`src/rtl/muldiv_pkg.sv`:
```
// muldiv_pkg: shared op encodings and FSM state type for the multiply/divide unit
package muldiv_pkg;
    localparam int OP_W = 3;
    localparam logic [OP_W-1:0] OP_MULT  = 3'b001;
    localparam logic [OP_W-1:0] OP_MULTU = 3'b010;
    localparam logic [OP_W-1:0] OP_DIV   = 3'b011;
    localparam logic [OP_W-1:0] OP_DIVU  = 3'b100;
    localparam logic [OP_W-1:0] OP_MTHI  = 3'b101;
    localparam logic [OP_W-1:0] OP_MTLO  = 3'b110;
    typedef enum logic [1:0] {IDLE, RUN, FIX} muldiv_state_t;
endpackage

```
`src/rtl/muldiv_iter_dp.sv`:
```
// muldiv_iter_dp: one-bit-per-step shift-add multiply / restoring divide datapath
module muldiv_iter_dp #(
    parameter int WIDTH = 32
) (
    input  logic             clk,
    input  logic             rst,
    input  logic             load,
    input  logic             step,
    input  logic             mode,
    input  logic [WIDTH-1:0] load_a,
    input  logic [WIDTH-1:0] load_b,
    output logic [WIDTH-1:0] res_hi,
    output logic [WIDTH-1:0] res_lo
);
    logic [WIDTH-1:0] acc, q, m;
    logic [WIDTH:0]   x, y, sum;

    // Shared step adder: add multiplicand (mul) or subtract divisor from shifted remainder (div)
    always_comb begin
        x   = mode ? {acc, q[WIDTH-1]} : {1'b0, acc};
        y   = mode ? ~{1'b0, m} : (q[0] ? {1'b0, m} : '0);
        sum = x + y + {{WIDTH{1'b0}}, mode};
    end

    // Accumulator/remainder in acc, multiplier/quotient in q; remainder never exceeds WIDTH bits once restored
    always_ff @(posedge clk) begin
        if (rst) begin
            acc <= '0;
            q   <= '0;
            m   <= '0;
        end else if (load) begin
            acc <= '0;
            q   <= load_a;
            m   <= load_b;
        end else if (step) begin
            acc <= mode ? (sum[WIDTH] ? x[WIDTH-1:0] : sum[WIDTH-1:0]) : sum[WIDTH:1];
            q   <= mode ? {q[WIDTH-2:0], ~sum[WIDTH]} : {sum[0], q[WIDTH-1:1]};
        end
    end

    assign res_hi = acc;
    assign res_lo = q;
endmodule

```
`src/rtl/muldiv_unit.sv`:
```
// muldiv_unit: iterative signed/unsigned multiply-divide with architectural HI/LO
module muldiv_unit
    import muldiv_pkg::*;
#(
    parameter int WIDTH = 32
) (
    input  logic             clk,
    input  logic             rst,
    input  logic             start,
    input  logic [OP_W-1:0]  op,
    input  logic [WIDTH-1:0] a,
    input  logic [WIDTH-1:0] b,
    input  logic             flush,
    output logic             busy,
    output logic             done,
    output logic [WIDTH-1:0] hi,
    output logic [WIDTH-1:0] lo
);
    localparam int CW = $clog2(WIDTH) + 1;

    muldiv_state_t      state;
    logic [CW-1:0]      cnt;
    logic               sa, sb, div_r, dz;
    logic               is_md, sgn, is_dv, load, step;
    logic [WIDTH-1:0]   mag_a, mag_b, res_hi, res_lo, q_fix, r_fix;
    logic [2*WIDTH-1:0] prod_fix;

    // Decode the request and form operand magnitudes and sign-corrected results
    always_comb begin
        is_md    = op == OP_MULT || op == OP_MULTU || op == OP_DIV || op == OP_DIVU;
        sgn      = op == OP_MULT || op == OP_DIV;
        is_dv    = op == OP_DIV || op == OP_DIVU;
        mag_a    = (sgn && a[WIDTH-1]) ? -a : a;
        mag_b    = (sgn && b[WIDTH-1]) ? -b : b;
        load     = state == IDLE && start && !flush && is_md;
        step     = state == RUN && !flush;
        prod_fix = (sa ^ sb) ? -{res_hi, res_lo} : {res_hi, res_lo};
        q_fix    = (sa ^ sb) ? -res_lo : res_lo;
        r_fix    = sa ? -res_hi : res_hi;
    end

    muldiv_iter_dp #(.WIDTH(WIDTH)) u_dp (
        .clk    (clk),
        .rst    (rst),
        .load   (load),
        .step   (step),
        .mode   (div_r),
        .load_a (mag_a),
        .load_b (mag_b),
        .res_hi (res_hi),
        .res_lo (res_lo)
    );

    // Control FSM, iteration counter, sign flags and architectural HI/LO
    always_ff @(posedge clk) begin
        if (rst) begin
            state <= IDLE;
            cnt   <= '0;
            sa    <= 1'b0;
            sb    <= 1'b0;
            div_r <= 1'b0;
            dz    <= 1'b0;
            busy  <= 1'b0;
            done  <= 1'b0;
            hi    <= '0;
            lo    <= '0;
        end else begin
            done <= 1'b0;
            if (flush) begin
                state <= IDLE;
                busy  <= 1'b0;
            end else if (state == IDLE) begin
                if (load) begin
                    sa    <= sgn & a[WIDTH-1];
                    sb    <= sgn & b[WIDTH-1];
                    div_r <= is_dv;
                    dz    <= is_dv && b == '0;
                    cnt   <= '0;
                    busy  <= 1'b1;
                    state <= (is_dv && b == '0) ? FIX : RUN;
                end else if (start && op == OP_MTHI) begin
                    hi <= a;
                end else if (start && op == OP_MTLO) begin
                    lo <= a;
                end
            end else if (state == RUN) begin
                cnt   <= cnt + 1'b1;
                state <= (cnt == CW'(WIDTH - 1)) ? FIX : RUN;
            end else begin
                if (!dz) begin
                    hi <= div_r ? r_fix : prod_fix[2*WIDTH-1:WIDTH];
                    lo <= div_r ? q_fix : prod_fix[WIDTH-1:0];
                end
                done  <= 1'b1;
                busy  <= 1'b0;
                state <= IDLE;
            end
        end
    end
endmodule

```
`config.mk`:
```
export PLATFORM = sky130hd
export DESIGN_NAME = muldiv_unit
export DESIGN_NICKNAME = d
export VERILOG_FILES = /design/src/rtl/muldiv_pkg.sv /design/src/rtl/muldiv_iter_dp.sv /design/src/rtl/muldiv_unit.sv
export SDC_FILE = /design/constraint.sdc
export NUM_CORES = 1
export LEC_CHECK = 0
export CAP_MARGIN = 15
export CORE_MARGIN = 10
export CORE_UTILIZATION = 50
export CTS_BUF_LIST = sky130_fd_sc_hd__clkbuf_8 sky130_fd_sc_hd__clkbuf_16
export CTS_CLUSTER_DIAMETER = 50
export DETAILED_ROUTE_END_ITERATION = 10
export GPL_TIMING_DRIVEN = 0
export PLACE_DENSITY = 0.71
export SLEW_MARGIN = 0
export SYNTH_ARGS = -nofsm -noshare
export SYNTH_HDL_FRONTEND = slang
export SYNTH_HIERARCHICAL = 1
export SYNTH_SLANG_ARGS = --single-unit
```
`constraint.sdc`:
```
create_clock -name clk -period 6 [get_ports clk]
set_input_delay 0.6 -clock clk [delete_from_list [all_inputs] [get_ports clk]]
set_output_delay 0.6 -clock clk [all_outputs]
set_load 0.01 [all_outputs]
```
[After elaboration in Yosys (flattened, before gate mapping)]
Index checks and enable logic that the tools add are counted.
Word-level totals
  flip-flop bits (word level): 174
  output and inout bits: 66
  bits of input ports: 71
  memories kept: 0
  bits in latches: 0
  logic and storage cells: 107
  bits in writable memories: 0
  ROM bits: 0
Cells by class
  reductions and logical operators: 27
  multiplexer cells: 38
  bitwise gates (word level): 6
  order comparisons: 0
  equal/unequal tests: 15
  $mul: 0
  shift operators: 0
  div/mod/pow operators: 0
  $add $sub $neg: 8
Operator list (number)
  two-way mux 32 bit: 23
  negator 32 bit: 4
  two-way mux 33 bit: 2
  two-way mux 64 bit: 1
  negator 64 bit: 1
  adder 33 x 1 -> 33 bit: 1
  adder 33 bit: 1
  NOT 32 -> 33 bit: 1
  zero test 32 bit: 1
  two-way mux 6 bit: 3
  two-way mux 2 bit: 5
  == test 3 bit (second input constant): 3
  logical AND 1 bit: 9
  != test 2 bit (second input constant): 4
  adder 6 x 1 -> 6 bit (second input constant): 1
  == test 3 x 2 -> 1 bit (second input constant): 2
  == test 6 x 5 -> 1 bit (second input constant): 1
  != test 2 x 1 -> 1 bit (second input constant): 3
  AND reduction 3 bit: 2
  AND reduction 6 bit: 1
  logical OR 1 bit: 5
  AND reduction 5 bit: 1
  two-way mux 1 bit: 4
  nonzero test 2 bit: 2
  other kinds (10): 13

[Logic depth before layout (Yosys ltp)]
  depth after elaboration: 8
  gate-level depth with buffers: 17
  gate-level depth less buffers: 14

[Hierarchy]
Netlist, hierarchy kept.
By module, submodules not included
  muldiv_iter_dp: sequential area each 1921.8 sq um, area an instance 7139.3 sq um, cells each 917, times used 1
  muldiv_unit: sequential area each 1561.5 sq um, area an instance 6606.3 sq um, cells each 940, times used 1

[Worst setup path after synthesis]
No wires, ideal clock.
  path kind: register to register
  from: reg div_r
  to: reg u_dp.acc[3], in the netlist u_dp/res_hi[3]
  setup time: 117 ps
  data required time: 5883 ps
  cell stages (with the launch flop): 15
  period minus slack after synthesis: 4213 ps
  path buffers: 4
  slack: 1787 ps
  arrival: 4096 ps
  cells stage by stage: dfxtp_1 > clkbuf_1 > clkbuf_1 > clkbuf_1 > mux2_2 > ha_1 > buf_2 > nand4_1 > or3_1 > nor3_1 > o21ba_2 > nor2_4 > xnor2_2 > mux2_2 > a32o_1
Between the ends
  word-level cells in the longest chain between the ends: 5
  elaborated cells between the ends (all ways): 6
  those cells by class: add/sub (2); mux (4)
Ends and longest elaborated chain
  start, declared: RTL line muldiv_unit.sv:23  | logic sa, sb, div_r, dz;
  start signal, assigned: RTL line muldiv_unit.sv:76  | div_r <= is_dv;
  two-way mux 33 bit, on equally long branches: RTL line muldiv_iter_dp.sv:20, muldiv_iter_dp.sv:21
  adder 33 bit: RTL line muldiv_iter_dp.sv:22  | sum = x + y + {{WIDTH{1'b0}}, mode};
  adder 33 x 1 -> 33 bit: RTL line muldiv_iter_dp.sv:22
  two-way mux 32 bit: RTL line muldiv_iter_dp.sv:36  | acc <= mode ? (sum[WIDTH] ? x[WIDTH-1:0] : sum[WIDTH-1:0]) : sum[WIDTH:1];
  two-way mux 32 bit (*): RTL line muldiv_iter_dp.sv:36
  end signal, assigned: RTL line muldiv_iter_dp.sv:36
  end, declared: RTL line muldiv_iter_dp.sv:15  | logic [WIDTH-1:0] acc, q, m;
Every way passes the cells marked *; elsewhere a longest branch is shown, timed or not.
A chain may end at the register's enable or synchronous reset.

[Final worst setup path]
  from: reg div_r
  to: reg u_dp.acc[2], in the netlist u_dp/res_hi[2]
Same word-level chain as after synthesis.

==> results.ini <==
[cts]
cts_root_buffer = clkbuf_16
clk_pin_slew_worst_paths_ns = 0.07
ctsResizeCount = 0
clock_sink_count = 174
clock_latency_ns = 0.45
cts_hold_buf = 0
cts_tree = yes
htree_num_levels = 4
cts_buffer_depth = 2
cts_setup_buffers = 0
cts_made_buffers = 17

[global_route]
gr-total-overflow = 0
antenna_found_initial = 0
grt_max_degree = 19
grt_pass1_wl_mm = 84.11
grt_pass1_vias = 14120
grt_usage_pct = 31.68

[floorplan]
die_x_um = 185.8
core_area_um2 = 27030
initial_core_util_pct = 50.86
dieArea_um2 = 34520
die_height_um = 185.8
std_cell_rows = 60
ios = 137

[layout]
multi_input_area_um2 = 9658
layout.cells.non_filler = 2366
area_delta_synth_final_pct = 17.39
fin_nets = 2121
diodes = 0
drive_above_1_share_pct = 5.284
n_fill_cell = 2575
final_util_pct = 59.71
seq_area_um2 = 3483

[synth]
ys_seq_elements = 174
synthAdderAreaFrac_pct = 3.568
yosys.area.top_type = dfxtp_1
synth_cell_types = 86
muxShareOfSynthArea_pct = 9.084
yosys_warnings = 6
avgSynthCellArea_um2 = 7.402
synth-edff-count = 0
synth_cells = 1857
synth-seq-area-share_pct = 25.34
synth_top_area_share_pct = 25.34
synth_most_common_cell = nor2_1
synthFlopType = dfxtp_1
yosys.area_share.xor_xnor_pct = 9.603
synth.area.top_cells = dfxtp_1 25%, nor2_1 7.3%, mux2i_1 6.6%, a21oi_1 6.5%, xnor2_1 5.1%
synth_fp_nets = 1966
synth_top_family_by_area = compound AO/OA/AOI/OAI gates
synth-compound-area-share_pct = 24.99
synth_common_cells = 268 x nor2_1, 178 x a21oi_1, 174 x dfxtp_1
async_flop_share_pct = 0
syn_area_um2 = 13750
yosys.area_share.simple_pct = 23.02

[drt]
drt-vias-per-instance = 6.388
antenna_left = 0
drtPass1Iterations = 5
vias = 15120
drc = 0
wire_per_inst_um = 23.58
drt-total-wl_mm = 55.79
dr.first_iter.drc_count = 1908

[power_and_ir_drop]
irDropWorstVdd_v = 0.0001907
leakage_nw = 5.790
powerDensity_nw_per_um2 = 192.1

[sta]
layout_min_cycle_time_ns = 5.546
fin_ws_ns = 0.4536
fin_crit_sh_pct = 92.44
clock_skew_ns = 0.01413
setup_viol = 0
worst_pin_slew_ns = 1.102
fmax_mhz = 180.3
fin_hold_ws_ns = 0.4571
drv_slew = 0
rsz0062_at_grt = false
hold_viol = 0
tns_ns = 0
maxSlewHeadroom_pct = 25.86

[run]
drv_cap = 0

[place]
portBuffers = 136
place_congestion = 0.9971
post-place-ws_ns = 0.5860
dp_cells = 2334
post-dp-hpwl_mm = 43.99

[hold_path]
hold_path_class = reg -> reg

[worst_setup_path]
crit_type = reg -> reg
cp-end-kind = flip-flop
cp.required_ns = 6.37
cp_max_fo = 10
cp.arrival_ns = 5.92
startpoint_type = flip-flop

[run_status]
status = completed

-- where the power goes --
| part | leakage [nW] | internal (mW) | switching (mW) | total [mW] |
|---|---|---|---|---|
| registers | 1.41 | 1.19 | 0.0500 | 1.24 |
| logic | 4.08 | 0.253 | 0.433 | 0.686 |
| clock network | 0.299 | 0.610 | 0.568 | 1.18 |
-- metrics by stage --
stage	power (mW)	cell area [µm²]
after CTS	3.084	16140
after global routing	3.209	16140
after detailed placement	1.923	15530
final	3.100	16140
after global placement	1.916	15530
after floorplan	1.661	13750
-- cell usage in the layout, fill, tap and decap left out, drive strengths merged, types with 9 or more instances in the layout --
cell and n:
mux2 30, clkbuf 125, mux2i 91, inv 46
clkdlybuf4s50 136, a21oi 179, nor2 270, and2 10
nand2 166, a221oi 12, nor2b 10, a211oi 63
a21o 19, a31oi 25, dfxtp 174, o221ai 9
buf 13, and3 14, nand2b 15, nor3 49
xnor2 82, ha 36, o21a 9, or3 16
o21ai 145, nor4 28, o31ai 11, nand3 35
nand4 17, xor2 67, or4 16
-- final timing paths --
kind	from	endpoint	slack, ns	cells after the start
hold / removal	lo[13]	lo[13]	0.46	2
setup reg to reg	div_r	u_dp/res_hi[2]	0.45	16
setup / recovery	div_r	u_dp/res_hi[2]	0.45	16
hold reg to reg	lo[13]	lo[13]	0.46	2
-- layer usage --
metal | vias to the layer above | global-route usage [%] | routed length [µm] | part of all wire (%)
met5 | - | 0 | 0 | 0
met4 | 0 | 15.61 | 2705 | 4.8
met3 | 153 | 5.186 | 5151 | 9.2
met2 | 907 | 50.76 | 24760 | 44
met1 | 7019 | 40.46 | 23180 | 42
li1 | 7036 | - | - | -
-- critical path: stages (launching register included) --
cell	delay (ns)
dfxtp_1	0.46
clkbuf_1	0.45
clkbuf_1	0.47
clkbuf_1	0.54
mux2i_1	0.28
fa_1	0.21
inv_1	0.06
fa_1	0.43
a211oi_1	0.37
o211ai_1	0.21
a211oi_2	0.31
nor3_1	0.14
o21bai_1	0.25
nand2_1	0.19
xnor2_2	0.57
mux2_2	0.40
a21oi_1	0.13
-- state kept, by name, indices dropped and copies added (netlist names) --
register     flops
u_dp/m          32
u_dp/res_hi     32
dz               1
lo              32
state            2
cnt              6
done             1
div_r            1
sa               1
sb               1
busy             1
u_dp/res_lo     32
hi              32
-- cell type report --
cell class                      instances  area share (%)
Buffer                                120           2.931
Clock buffer                           18           2.722
Clock inverter                         14           1.016
Inverter                               35          0.8141
Multi-Input combinational cell       1528           59.85
Sequential cell                       174           21.59
Tap cell                              341           2.644
Timing Repair Buffer                  136           8.436
-- cells by family (layout without fill, tap and decap cells) --
| logic type | after synthesis | count (layout) |
|---|---|---|
| and+or+nand+nor | 672 | 672 |
| AOI/OAI and AO/OA | 548 | 548 |
| DFF | 174 | 174 |
| buffers and inverters | 155 | 323 |
| xor gates and xnor gates | 149 | 149 |
| muxes | 121 | 121 |
| adders and majority gates | 38 | 38 |
(Power assumes the default switching activity.)
